<file path="src/rtl/cpu_axi_bridge_pkg.sv">
// Shared constants for the CPU-to-AXI bridge: ids, size encodings,
// payload field widths and offsets.
package cpu_axi_bridge_pkg;

    localparam int unsigned ID_W   = 4;
    localparam int unsigned ADDR_W = 32;
    localparam int unsigned DATA_W = 32;
    localparam int unsigned STRB_W = 4;
    localparam int unsigned SIZE_W = 3;

    localparam int unsigned AR_W = ID_W + ADDR_W + SIZE_W;
    localparam int unsigned AW_W = ADDR_W + SIZE_W;
    localparam int unsigned W_W  = DATA_W + STRB_W;
    localparam int unsigned R_W  = ID_W + DATA_W;

    localparam int unsigned R_ID_LSB = DATA_W;

    localparam logic [ID_W-1:0] AXI_ID_INST = 4'd0;
    localparam logic [ID_W-1:0] AXI_ID_DATA = 4'd1;

    localparam logic [1:0] SIZE_BYTE = 2'd0;
    localparam logic [1:0] SIZE_HALF = 2'd1;
    localparam logic [1:0] SIZE_WORD = 2'd2;

    function automatic logic [SIZE_W-1:0] axsize(input logic [1:0] size);
        return {1'b0, size};
    endfunction

endpackage

</file>
<file path="src/rtl/axi_chan_reg.sv">
// One-entry valid/ready holding register: loads a payload, holds valid and a
// stable payload until the downstream handshake.
module axi_chan_reg
    import cpu_axi_bridge_pkg::*;
#(
    parameter int unsigned WIDTH = 32
) (
    input  logic             clk,
    input  logic             reset,
    input  logic             load_i,
    input  logic [WIDTH-1:0] data_i,
    input  logic             ready_i,
    output logic             valid_o,
    output logic [WIDTH-1:0] payload_o
);

    logic             valid_q;
    logic [WIDTH-1:0] payload_q;

    // load_i is only raised while the owning FSM is idle, so it never
    // collides with a pending handshake.
    always_ff @(posedge clk) begin
        if (reset) begin
            valid_q   <= 1'b0;
            payload_q <= '0;
        end else if (load_i) begin
            valid_q   <= 1'b1;
            payload_q <= data_i;
        end else if (valid_q && ready_i) begin
            valid_q   <= 1'b0;
        end
    end

    assign valid_o   = valid_q;
    assign payload_o = payload_q;

endmodule

</file>
<file path="src/rtl/cpu_axi_bridge.sv">
// Arbitrates the instruction-fetch and data SRAM-like ports onto a single AXI
// master, one outstanding transaction per requester.
module cpu_axi_bridge
    import cpu_axi_bridge_pkg::*;
#(
    parameter logic [3:0] INST_ID = AXI_ID_INST,
    parameter logic [3:0] DATA_ID = AXI_ID_DATA
) (
    input  logic        clk,
    input  logic        reset,
    input  logic        inst_req,
    input  logic [31:0] inst_addr,
    output logic        inst_addr_ok,
    output logic        inst_data_ok,
    output logic [31:0] inst_rdata,
    input  logic        data_req,
    input  logic        data_wr,
    input  logic [1:0]  data_size,
    input  logic [31:0] data_addr,
    input  logic [3:0]  data_wstrb,
    input  logic [31:0] data_wdata,
    output logic        data_addr_ok,
    output logic        data_data_ok,
    output logic [31:0] data_rdata,
    output logic        ar_valid,
    input  logic        ar_ready,
    output logic [38:0] ar_payload,
    input  logic        r_valid,
    output logic        r_ready,
    input  logic [35:0] r_payload,
    output logic        aw_valid,
    input  logic        aw_ready,
    output logic [34:0] aw_payload,
    output logic        w_valid,
    input  logic        w_ready,
    output logic [35:0] w_payload,
    input  logic        b_valid,
    output logic        b_ready
);

    localparam logic [0:0] AR_IDLE = 1'b0;
    localparam logic [0:0] AR_BUSY = 1'b1;
    localparam logic [0:0] W_IDLE  = 1'b0;
    localparam logic [0:0] W_BUSY  = 1'b1;

    logic [0:0] ar_state_q, ar_state_d;
    logic [0:0] w_state_q, w_state_d;
    logic       inst_busy_q, inst_busy_d;
    logic       data_busy_q, data_busy_d;

    logic            data_rd_acc, inst_rd_acc, data_wr_acc;
    logic [ID_W-1:0] rid;
    logic            r_inst, r_data;
    logic [AR_W-1:0] ar_data;

    assign rid    = r_payload[R_ID_LSB +: ID_W];
    assign r_inst = r_valid && (rid == INST_ID);
    assign r_data = r_valid && (rid == DATA_ID);

    // Data beats inst for the read channel; stores only need the W path idle.
    assign data_rd_acc = !reset && (ar_state_q == AR_IDLE) && data_req && !data_wr && !data_busy_q;
    assign inst_rd_acc = !reset && (ar_state_q == AR_IDLE) && inst_req && !inst_busy_q && !data_rd_acc;
    assign data_wr_acc = !reset && (w_state_q == W_IDLE) && data_req && data_wr && !data_busy_q;

    assign ar_data = data_rd_acc ? {DATA_ID, data_addr, axsize(data_size)}
                                 : {INST_ID, inst_addr, axsize(SIZE_WORD)};

    always_comb begin
        ar_state_d  = ar_state_q;
        w_state_d   = w_state_q;
        inst_busy_d = inst_busy_q;
        data_busy_d = data_busy_q;

        if (ar_state_q == AR_IDLE) begin
            if (data_rd_acc || inst_rd_acc) ar_state_d = AR_BUSY;
        end else if (ar_valid && ar_ready) begin
            ar_state_d = AR_IDLE;
        end

        if (w_state_q == W_IDLE) begin
            if (data_wr_acc) w_state_d = W_BUSY;
        end else if ((!aw_valid || aw_ready) && (!w_valid || w_ready)) begin
            w_state_d = W_IDLE;
        end

        if (r_inst)      inst_busy_d = 1'b0;
        if (inst_rd_acc) inst_busy_d = 1'b1;

        if (r_data || b_valid)          data_busy_d = 1'b0;
        if (data_rd_acc || data_wr_acc) data_busy_d = 1'b1;
    end

    always_ff @(posedge clk) begin
        if (reset) begin
            ar_state_q  <= AR_IDLE;
            w_state_q   <= W_IDLE;
            inst_busy_q <= 1'b0;
            data_busy_q <= 1'b0;
        end else begin
            ar_state_q  <= ar_state_d;
            w_state_q   <= w_state_d;
            inst_busy_q <= inst_busy_d;
            data_busy_q <= data_busy_d;
        end
    end

    axi_chan_reg #(.WIDTH(AR_W)) u_ar (
        .clk       (clk),
        .reset     (reset),
        .load_i    (data_rd_acc || inst_rd_acc),
        .data_i    (ar_data),
        .ready_i   (ar_ready),
        .valid_o   (ar_valid),
        .payload_o (ar_payload)
    );

    axi_chan_reg #(.WIDTH(AW_W)) u_aw (
        .clk       (clk),
        .reset     (reset),
        .load_i    (data_wr_acc),
        .data_i    ({data_addr, axsize(data_size)}),
        .ready_i   (aw_ready),
        .valid_o   (aw_valid),
        .payload_o (aw_payload)
    );

    axi_chan_reg #(.WIDTH(W_W)) u_w (
        .clk       (clk),
        .reset     (reset),
        .load_i    (data_wr_acc),
        .data_i    ({data_wdata, data_wstrb}),
        .ready_i   (w_ready),
        .valid_o   (w_valid),
        .payload_o (w_payload)
    );

    assign inst_addr_ok = inst_rd_acc;
    assign data_addr_ok = data_rd_acc || data_wr_acc;
    assign inst_data_ok = r_inst;
    assign data_data_ok = r_data || b_valid;
    assign inst_rdata   = r_payload[DATA_W-1:0];
    assign data_rdata   = r_payload[DATA_W-1:0];
    assign r_ready      = 1'b1;
    assign b_ready      = 1'b1;

endmodule

</file>
<file path="config.mk">
export PLATFORM = sky130hd
export DESIGN_NAME = cpu_axi_bridge
export DESIGN_NICKNAME = d
export VERILOG_FILES = /design/src/rtl/cpu_axi_bridge_pkg.sv /design/src/rtl/axi_chan_reg.sv /design/src/rtl/cpu_axi_bridge.sv
export SDC_FILE = /design/constraint.sdc
export NUM_CORES = 1
export LEC_CHECK = 0
export ABC_AREA = 1
export BUFFER_PORTS_ARGS = -buffer_cell sky130_fd_sc_hd__buf_2
export CAP_MARGIN = 25
export CORE_ASPECT_RATIO = 0.7
export CORE_MARGIN = 3
export CORE_UTILIZATION = 29
export DETAILED_ROUTE_END_ITERATION = 8
export GPL_TIMING_DRIVEN = 0
export REMOVE_ABC_BUFFERS = 1
export SKIP_LAST_GASP = 1
export SLEW_MARGIN = 10
export SYNTH_ARGS = -nofsm -noshare
export SYNTH_HDL_FRONTEND = slang
export SYNTH_SLANG_ARGS = --single-unit
</file>
<file path="constraint.sdc">
create_clock -name clk -period 1.35 [get_ports clk]
set_clock_uncertainty 0.1 [all_clocks]
set_input_delay 0.0675 -clock clk [delete_from_list [all_inputs] [get_ports clk]]
set_output_delay 0.0675 -clock clk [all_outputs]
set_load 0.1 [all_outputs]
</file>
# Word level (Yosys, flattened, before mapping)

Cells that the tools add are included.

Register bits: 116
Input port bits: 148
Output and inout bits: 183
Logic and storage cells: 65

Equal/unequal tests: 1
Mux-type cells: 17
Bitwise gates (word level): 2
Reductions and logical operators: 35

Operator list:

| cell               | count |
|---|---|
| $mux 36            | 1 |
| $logic_and 1x1->1  | 17 |
| $mux 1             | 16 |
| $reduce_bool 2->1  | 5 |
| $logic_not 1->1    | 7 |
| $logic_or 1x1->1   | 5 |
| $eq 4x1->1 const B | 1 |
| $logic_not 4->1    | 1 |
| $not 1->1          | 2 |

# Logic depth before layout (Yosys ltp)

Gate-level depths: netlist of the first run.

Word-level depth: 10
Mapped depth: 9
Depth with buffers taken out: 7

# By module

A second synthesis of the first run with hierarchy kept.

Cells, all modules: 709
Area, all modules: 5420.2 sq um

By module, submodules not included:

| module               | times used | cells each | area each (sq um) | sequential area each (sq um) |
|---|---|---|---|---|
| axi_chan_reg at u_ar | 1          | 174        | 1552.7            | 800.8 |
| axi_chan_reg at u_w  | 1          | 160        | 1367.6            | 740.7 |
| axi_chan_reg at u_aw | 1          | 156        | 1283.7            | 720.7 |
| cpu_axi_bridge       | 1          | 219        | 1216.2            | 80.1 |

# Worst setup path before layout of the first run

No wires, ideal clock.

Path kind: register to output
Start: register ar_state_q
End: output port inst_addr_ok
Data arrival time: 1.510 ns
Data required time: 1.183 ns
Setup slack: -0.328 ns
Stages on the path, launching flop included: 7
Path buffers: 1
Path through: dfxtp_1 -> inv_1 -> nand2_1 -> nor2_4 -> buf_4 -> nand2_1 -> inv_1

Longest elaborated chain between the ends: 7
Elaborated cells on any way between the ends: 9
Those cells by class: 1 x bitwise; 8 x reduce/logical

Ends and longest elaborated chain:

| what                           | line                                       | source |
|---|---|---|
| start: declaration             | cpu_axi_bridge.sv:46                       | `logic [0:0] ar_state_q, ar_state_d;` |
| start signal: assignment       | cpu_axi_bridge.sv:100                      | `ar_state_q <= ar_state_d;` |
| $not 1->1 (*)                  | -                                          |  |
| $logic_and 1x1->1 (*)          | cpu_axi_bridge.sv:61, cpu_axi_bridge.sv:62 |  |
| $logic_and 1x1->1 (3 in a row) | cpu_axi_bridge.sv:61                       | `assign data_rd_acc = !reset && (ar_state_q == AR_IDLE) && data_req && !data_wr && !data_busy_q;` |
| $logic_not 1->1                | cpu_axi_bridge.sv:62                       | `assign inst_rd_acc = !reset && (ar_state_q == AR_IDLE) && inst_req && !inst_busy_q && !data_rd_acc;` |
| $logic_and 1x1->1 (*)          | cpu_axi_bridge.sv:62                       |  |
| end: declaration               | cpu_axi_bridge.sv:13                       | `output logic inst_addr_ok,` |

Every way passes the cells marked *; elsewhere a longest branch is shown, timed or not.

# Final worst setup path of the first run

Start: register data_busy_q
End: output port data_addr_ok

Longest elaborated chain between the ends: 3
Elaborated cells on any way between the ends: 4
Those cells by class: 4 x reduce/logical

Ends and longest elaborated chain:

| what                                        | line                                       | source |
|---|---|---|
| start: declaration                          | cpu_axi_bridge.sv:49                       | `logic data_busy_q, data_busy_d;` |
| start signal: assignment                    | cpu_axi_bridge.sv:103                      | `data_busy_q <= data_busy_d;` |
| $logic_not 1->1 (*)                         | cpu_axi_bridge.sv:61, cpu_axi_bridge.sv:63 |  |
| $logic_and 1x1->1, on equally long branches | cpu_axi_bridge.sv:61, cpu_axi_bridge.sv:63 |  |
| $logic_or 1x1->1 (*)                        | cpu_axi_bridge.sv:138                      | `assign data_addr_ok = data_rd_acc \|\| data_wr_acc;` |
| end: declaration                            | cpu_axi_bridge.sv:22                       | `output logic data_addr_ok,` |

Marks and branches as above.

==> summary.txt, run 1 <==
Synthesis
  – Count leader, synth: inv_1
  – Syn avg cell area: 7.547 µm²
  – Area share of the largest cell type after synthesis: 0.4299
  – Sequential area share after synthesis: 0.4299
  – Dominant cells by area after synthesis: dfxtp_1 (43%), buf_4 (10%), nand3_1 (9.6%)
  – Mapped Area: 5215 µm²
  – Post-synth top cells: inv_1 (113), dfxtp_1 (112), nand3_1 (100), o21ai_0 (76), a21oi_1 (74)
  – Post-synth EDFFs: 0
  – Count of state elements after synthesis: 112
  – Number of library cell types mapped by synthesis: 22
  – Warnings, synthesis: 0
  – Yosys top cell by area: dfxtp_1
  – Ys flop type: dfxtp_1
  – Async S/R FF share, synth: 0
  – Cells after synthesis: 691

Power and ir drop
  – Sequential Power Share: 0.367
  – Leakage: 0.004197 µW
  – Psw: 3965 µW
  – Pwr per Cell Area: 1157 nW/µm²
  – VDD IR-drop max: 0.6308 mV
  – Comb pwr share: 0.348
  – Clock power frac: 0.285
  – Sw Share: 0.4003
  – Internal: 5942 µW
  – Tot Pwr: 9907 µW

STA
  – Fmax: 622.6 MHz
  – Final hold vios: 0
  – RSZ-0062 raised after global routing: true
  – Worst slew margin: 0.5915
  – Min Hold Slack: 0.03552 ns
  – Final setup TNS: -18.04 ns
  – Tmin final: 1.606 ns
  – Worst setup margin: -0.2561 ns
  – Fin crit share: 1.190
  – Max Slew Vio Count: 0
  – Final setup fails: 115
  – Worst slew pin tran: 0.6121 ns

Clock tree
  – Clk sinks: 112
  – Root Buffer: clkbuf_16
  – CTS buffer count: 9
  – CTS tree: yes
  – CTS H-tree lvls: 3
  – Worst-skew pair later-pin latency: 0.35 ns
  – CTS max path bufs: 2
  – Worst-path clk slew: 0.08 ns

Layout
  – Layout cells sized above 1: 0.3914
  – NumNets Final: 1,119
  – FILL cells: 1,645
  – Post-Layout Inst Area: 8566 µm²
  – Layout area overhead: 64.25%
  – Antenna diodes: 0
  – Post-layout util: 0.4932

Global routing
  – Largest net degree at the start of global routing: 111
  – GRT Total Usage: 0.2466
  – Initial antenna violation count: 0
  – First-pass GRT wire length: 36,650 µm
  – Grt total ovfl: 0
  – Vias in the first global route: 5,784

Detailed routing
  – Total Routed Length: 25,640 µm
  – First DRT Iteration DRCs: 393
  – Routed vias: 5,889
  – Routed wire length per instance: 21.25 µm
  – Antenna viol nets, final: 0
  – Vias per inst: 4.879
  – Router iterations before antenna repair: 7
  – DR DRC count: 0

Critical path
  – Worst setup SP type: flip-flop
  – Crit path required time: 1.18 ns
  – Crit end category: output port
  – R2R setup slack: -0.25 ns
  – Data arrival, critical path: 1.44 ns
  – CP Class: reg -> out
  – Crit Path Max Fanout: 3

Hold path
  – Tightest Hold Check Type: in -> reg

Status
  – Status: complete, but fails checks
  – Failing checks: negative setup slack

Place
  – Port bufs: 227
  – RePlAce Congestion: 0.7662
  – Placed Area: 5926 µm²
  – Dpl hpwl: 12,950 µm

Die
  – Initial Utilization: 0.3003
  – Die Area: 19,650 µm²
  – Rows: 40
  – Top-level I/O count: 331
  – Core area: 17,370 µm²
  – DIE HEIGHT: 118.2 µm
  – Die W: 166.3 µm

Job
  – Maxcap violations: 0
==> cell usage in the layout, fill, tap and decap left out, types with 2 or more instances in the layout <==
master         count
buf_12            17
clkbuf_4          17
nand3_1           34
nand4_1           34
nand2_4            3
buf_6              5
nand2_1           39
dfxtp_1          110
nor2_4             6
o21ai_1            7
dfxtp_4            2
conb_1             7
clkbuf_16         10
o21ai_0           68
nor2_1             4
inv_6              4
buf_2            208
inv_2              3
bufbuf_16          2
buf_4             16
buf_16             2
clkinv_2           2
a21oi_1           74
nand3_2           58
inv_1            111
nand3_4           14
dlygate4sd3_1    106
==> per-stage QoR <==
step	cells	worst slack (ns)
2_1_floorplan	576	-1.235
3_3_place_gp	1034	-2.146
3_5_place_dp	1036	-1.511
4_1_cts	1205	-0.2620
5_1_grt	1207	-0.3141
6_report	1207	-0.2561
==> cell families after synthesis <==
group	count (synthesis)	share of synthesized area
AOI/OAI and AO/OA	150	0.1440
and+or+nand+nor	190	0.1898
DFF	112	0.4299
other	2	0.001440
buffers and inverters	237	0.2349
==> area by class of cell <==
class,instances,area (µm²),area share
Multi-Input combinational cell,355,2338,0.2730
Timing Repair Buffer,375,2907,0.3393
Clock buffer,9,225.2,0.02629
Sequential cell,112,2250,0.2626
Tap cell,231,289.0,0.03374
Timing Repair inverter,1,8.758,0.001022
Inverter,117,470.5,0.05492
Clock inverter,7,77.57,0.009056
==> what timing repair did <==
item	4_1_cts	5_1_grt
hold buffers	106	0
endpoints found under the hold margin	110	0
pin swaps	17	42
cloned	12	1
endpoints found under the setup margin	112	129
buffers inserted	35	1
gates resized for setup	59	93
==> final timing paths <==
kind / from / to / cells after the start
max: data_busy_q / data_addr_ok / 5
min: r_payload[32] / data_busy_q / 4
max reg2reg: data_busy_q / u_aw.payload_o[10] / 6
min reg2reg: u_w.payload_o[8] / u_w.payload_o[8] / 2
==> critical path, cell delays in order, from the launching register on <==
cell and delay [ns]:
dfxtp_4 0.40, nor2_4 0.15, nand4_4 0.12, buf_12 0.17, nand2_4 0.07, buf_12 0.17
==> registers in the layout, indices dropped and copies added, names as in the netlist <==
register        cells
u_w.valid_o         1
u_aw.payload_o     34
ar_state_q          1
u_ar.valid_o        1
u_aw.valid_o        1
w_state_q           1
data_busy_q         1
u_ar.payload_o     35
u_w.payload_o      36
inst_busy_q         1
==> power groups by stage <==
stage          combinational, µW  clock [µW]  sequential (µW)
6_report                    3450        2820             3640
3_3_place_gp                2580           0             3670
5_1_grt                     3600        3020             3660
3_5_place_dp                2600           0             3680
2_1_floorplan                633           0             5060
4_1_cts                     3290        2910             3620
==> layer usage <==
metal,global-route usage,vias to the layer above,routed length [µm]
met5,0.03836,-,99
met2,0.3416,346,10440
met4,0.05925,3,381
met1,0.3277,2741,11550
li1,-,2753,-
met3,0.1398,46,3166
Note: power is estimated with default switching activity, not from simulation.
==> inputs of run 2 (changes only) <==
SKIP_CTS_REPAIR_TIMING = 1   (was default)
==> run 2 against run 1 <==
Compared with the run above: the run ends with negative hold slack, negative setup slack left; clock-buffer cell count unchanged; first-iteration DRC count rose by 34%; core utilization shrank 2.6 points; final area is 5.2% lower; combinational power fell by 4%; register-to-register slack about the same; via count is 0.73% lower; critical path depth is the same.
==> summary.txt, run 2 (synthesis results as in run 1) <==
Status
  – Status: complete, but fails checks
  – Failing checks: negative hold slack, negative setup slack

STA
  – Fmax: 613.1 MHz
  – RSZ-0062 raised after global routing: true
  – Tmin final: 1.631 ns
  – Worst slew pin tran: 1.108 ns
  – Min Hold Slack: -0.06368 ns
  – Fin crit share: 1.208
  – Worst slew margin: 0.2602
  – Final setup fails: 99
  – Max Slew Vio Count: 0
  – Final hold vios: 5
  – Worst setup margin: -0.2812 ns

Layout
  – Most common cell after layout, fill and taps aside: buf_2
  – Antenna diodes: 0
  – FILL cells: 1,680
  – NumNets Final: 1,125
  – Most frequent cells in the layout: buf_2 (207), inv_1 (111), dfxtp_1 (110), dlygate4sd3_1 (101), nand3_1 (100)
  – Layout cells sized above 1: 0.3442
  – Largest register FFs: 36
  – Layout area overhead: 55.64%

Die
  – Core area: 17,370 µm²
  – Rows: 40
  – Top-level I/O count: 331
  – Initial Utilization: 0.3003
  – Die Area: 19,650 µm²
  – DIE HEIGHT: 118.2 µm
  – Die W: 166.3 µm

Clock tree
  – Worst-skew pair later-pin latency: 0.35 ns
  – CTS max path bufs: 2
  – Worst-path clk slew: 0.08 ns
  – Root Buffer: clkbuf_16
  – CTS tree: yes
  – Clk sinks: 112
  – CTS buffer count: 9
  – CTS H-tree lvls: 3

Place
  – Dpl ws: -1.511 ns
  – Dpl hpwl: 12,950 µm
  – Port bufs: 227
  – RePlAce Congestion: 0.7662

Critical path
  – Worst path top cell family by delay: flip-flops
  – Worst setup SP type: flip-flop
  – Max incr delay on CP: 0.39 ns
  – Most used cell, CP: buf_12
  – CP bufs+invs: 2
  – Data arrival, critical path: 1.46 ns
  – Crit path required time: 1.18 ns
  – Crit end category: output port
  – Crit path max-delay cell type: dfxtp_4
  – CP Class: reg -> out
  – Cell chain of the critical path: nor2_4 > nand4_4 > buf_12 > nand2_2 > buf_12
  – Crit Path Max Fanout: 4

Detailed routing
  – Router iterations before antenna repair: 5
  – DR DRC count: 0
  – Total Routed Length: 24,770 µm
  – First DRT Iteration DRCs: 526
  – Routed wire length per instance: 20.42 µm
  – Routed vias: 5,846
  – Antenna viol nets, final: 0
  – Vias per inst: 4.819

Power and ir drop
  – Leakage: 0.003939 µW
  – Pwr per Cell Area: 1199 nW/µm²
  – VDD IR-drop max: 0.6209 mV

Global routing
  – Largest net degree at the start of global routing: 110
  – Grt total ovfl: 0
  – Initial antenna violation count: 0
  – First-pass GRT wire length: 27,350 µm
  – Vias in the first global route: 4,450
  – GRT Total Usage: 0.1781

Job
  – Maxcap violations: 0

Hold path
  – Tightest Hold Check Type: in -> reg
run 2: cell count changes in the layout (fill, tap and decap cells not counted), sizes merged:
cell,change
buf,+9
bufbuf,-2
clkbuf,+2
clkinv,+1
dlygate4sd3,-5
inv,-1
nand3,+1
nor2,+1
run 2: final cells by class:
| class | count | area [µm²] | share of cell area |
|---|---|---|---|
| clock buffers | 9 | 225.2 | 0.02775 |
| clock inverters | 7 | 77.57 | 0.009558 |
| inverters | 117 | 470.5 | 0.05796 |
| multi-input cells | 357 | 2004 | 0.2470 |
| flip-flops and latches | 112 | 2250 | 0.2772 |
| well taps | 231 | 289.0 | 0.03561 |
| repair buffers | 379 | 2791 | 0.3439 |
| repair inverters | 1 | 8.758 | 0.001079 |
run 2: metrics by stage:
step	util	power (µW)	cell area [µm²]	setup TNS [ns]	std cells
3_5_place_dp	0.3412	6283	5926	-105.39	1036
4_1_cts	0.3586	9122	6228	-74.19	1052
3_3_place_gp	0.3385	6257	5878	-220.67	1034
6_report	0.4674	9731	8117	-13.37	1213
2_1_floorplan	-	5694	4453	-85.07	576
5_1_grt	0.4674	10130	8117	-21.31	1213
run 2: layer usage:
layer	global-route usage	up-vias	wire, µm
met5	0.04348	-	91
met4	0.03709	2	385
met3	0.1354	31	3390
met2	0.2180	368	9918
met1	0.2396	2666	10990
li1	-	2779	-
run 2: tightest hold or removal path, delay by kind of cell:
kind | cells | cell delay (ns)
buf+inv | 1 | 0.09
compound gates | 2 | 0.19
run 2: final timing paths:
check | startpoint | endpoint | slack, ns | depth (start not counted)
max | data_busy_q | data_addr_ok | -0.28 | 5
min | data_addr[30] | u_aw.payload_o[33] | -0.06 | 3
max reg2reg | data_busy_q | u_w.payload_o[32] | -0.25 | 6
min reg2reg | u_aw.payload_o[29] | u_aw.payload_o[29] | 0.34 | 2
run 2: where the power goes:
group	leakage, µW	switching (µW)	total, µW	internal, µW
clock network	0.000153	1340	2810	1470
registers	0.000917	115	3620	3500
logic	0.00287	2420	3300	882
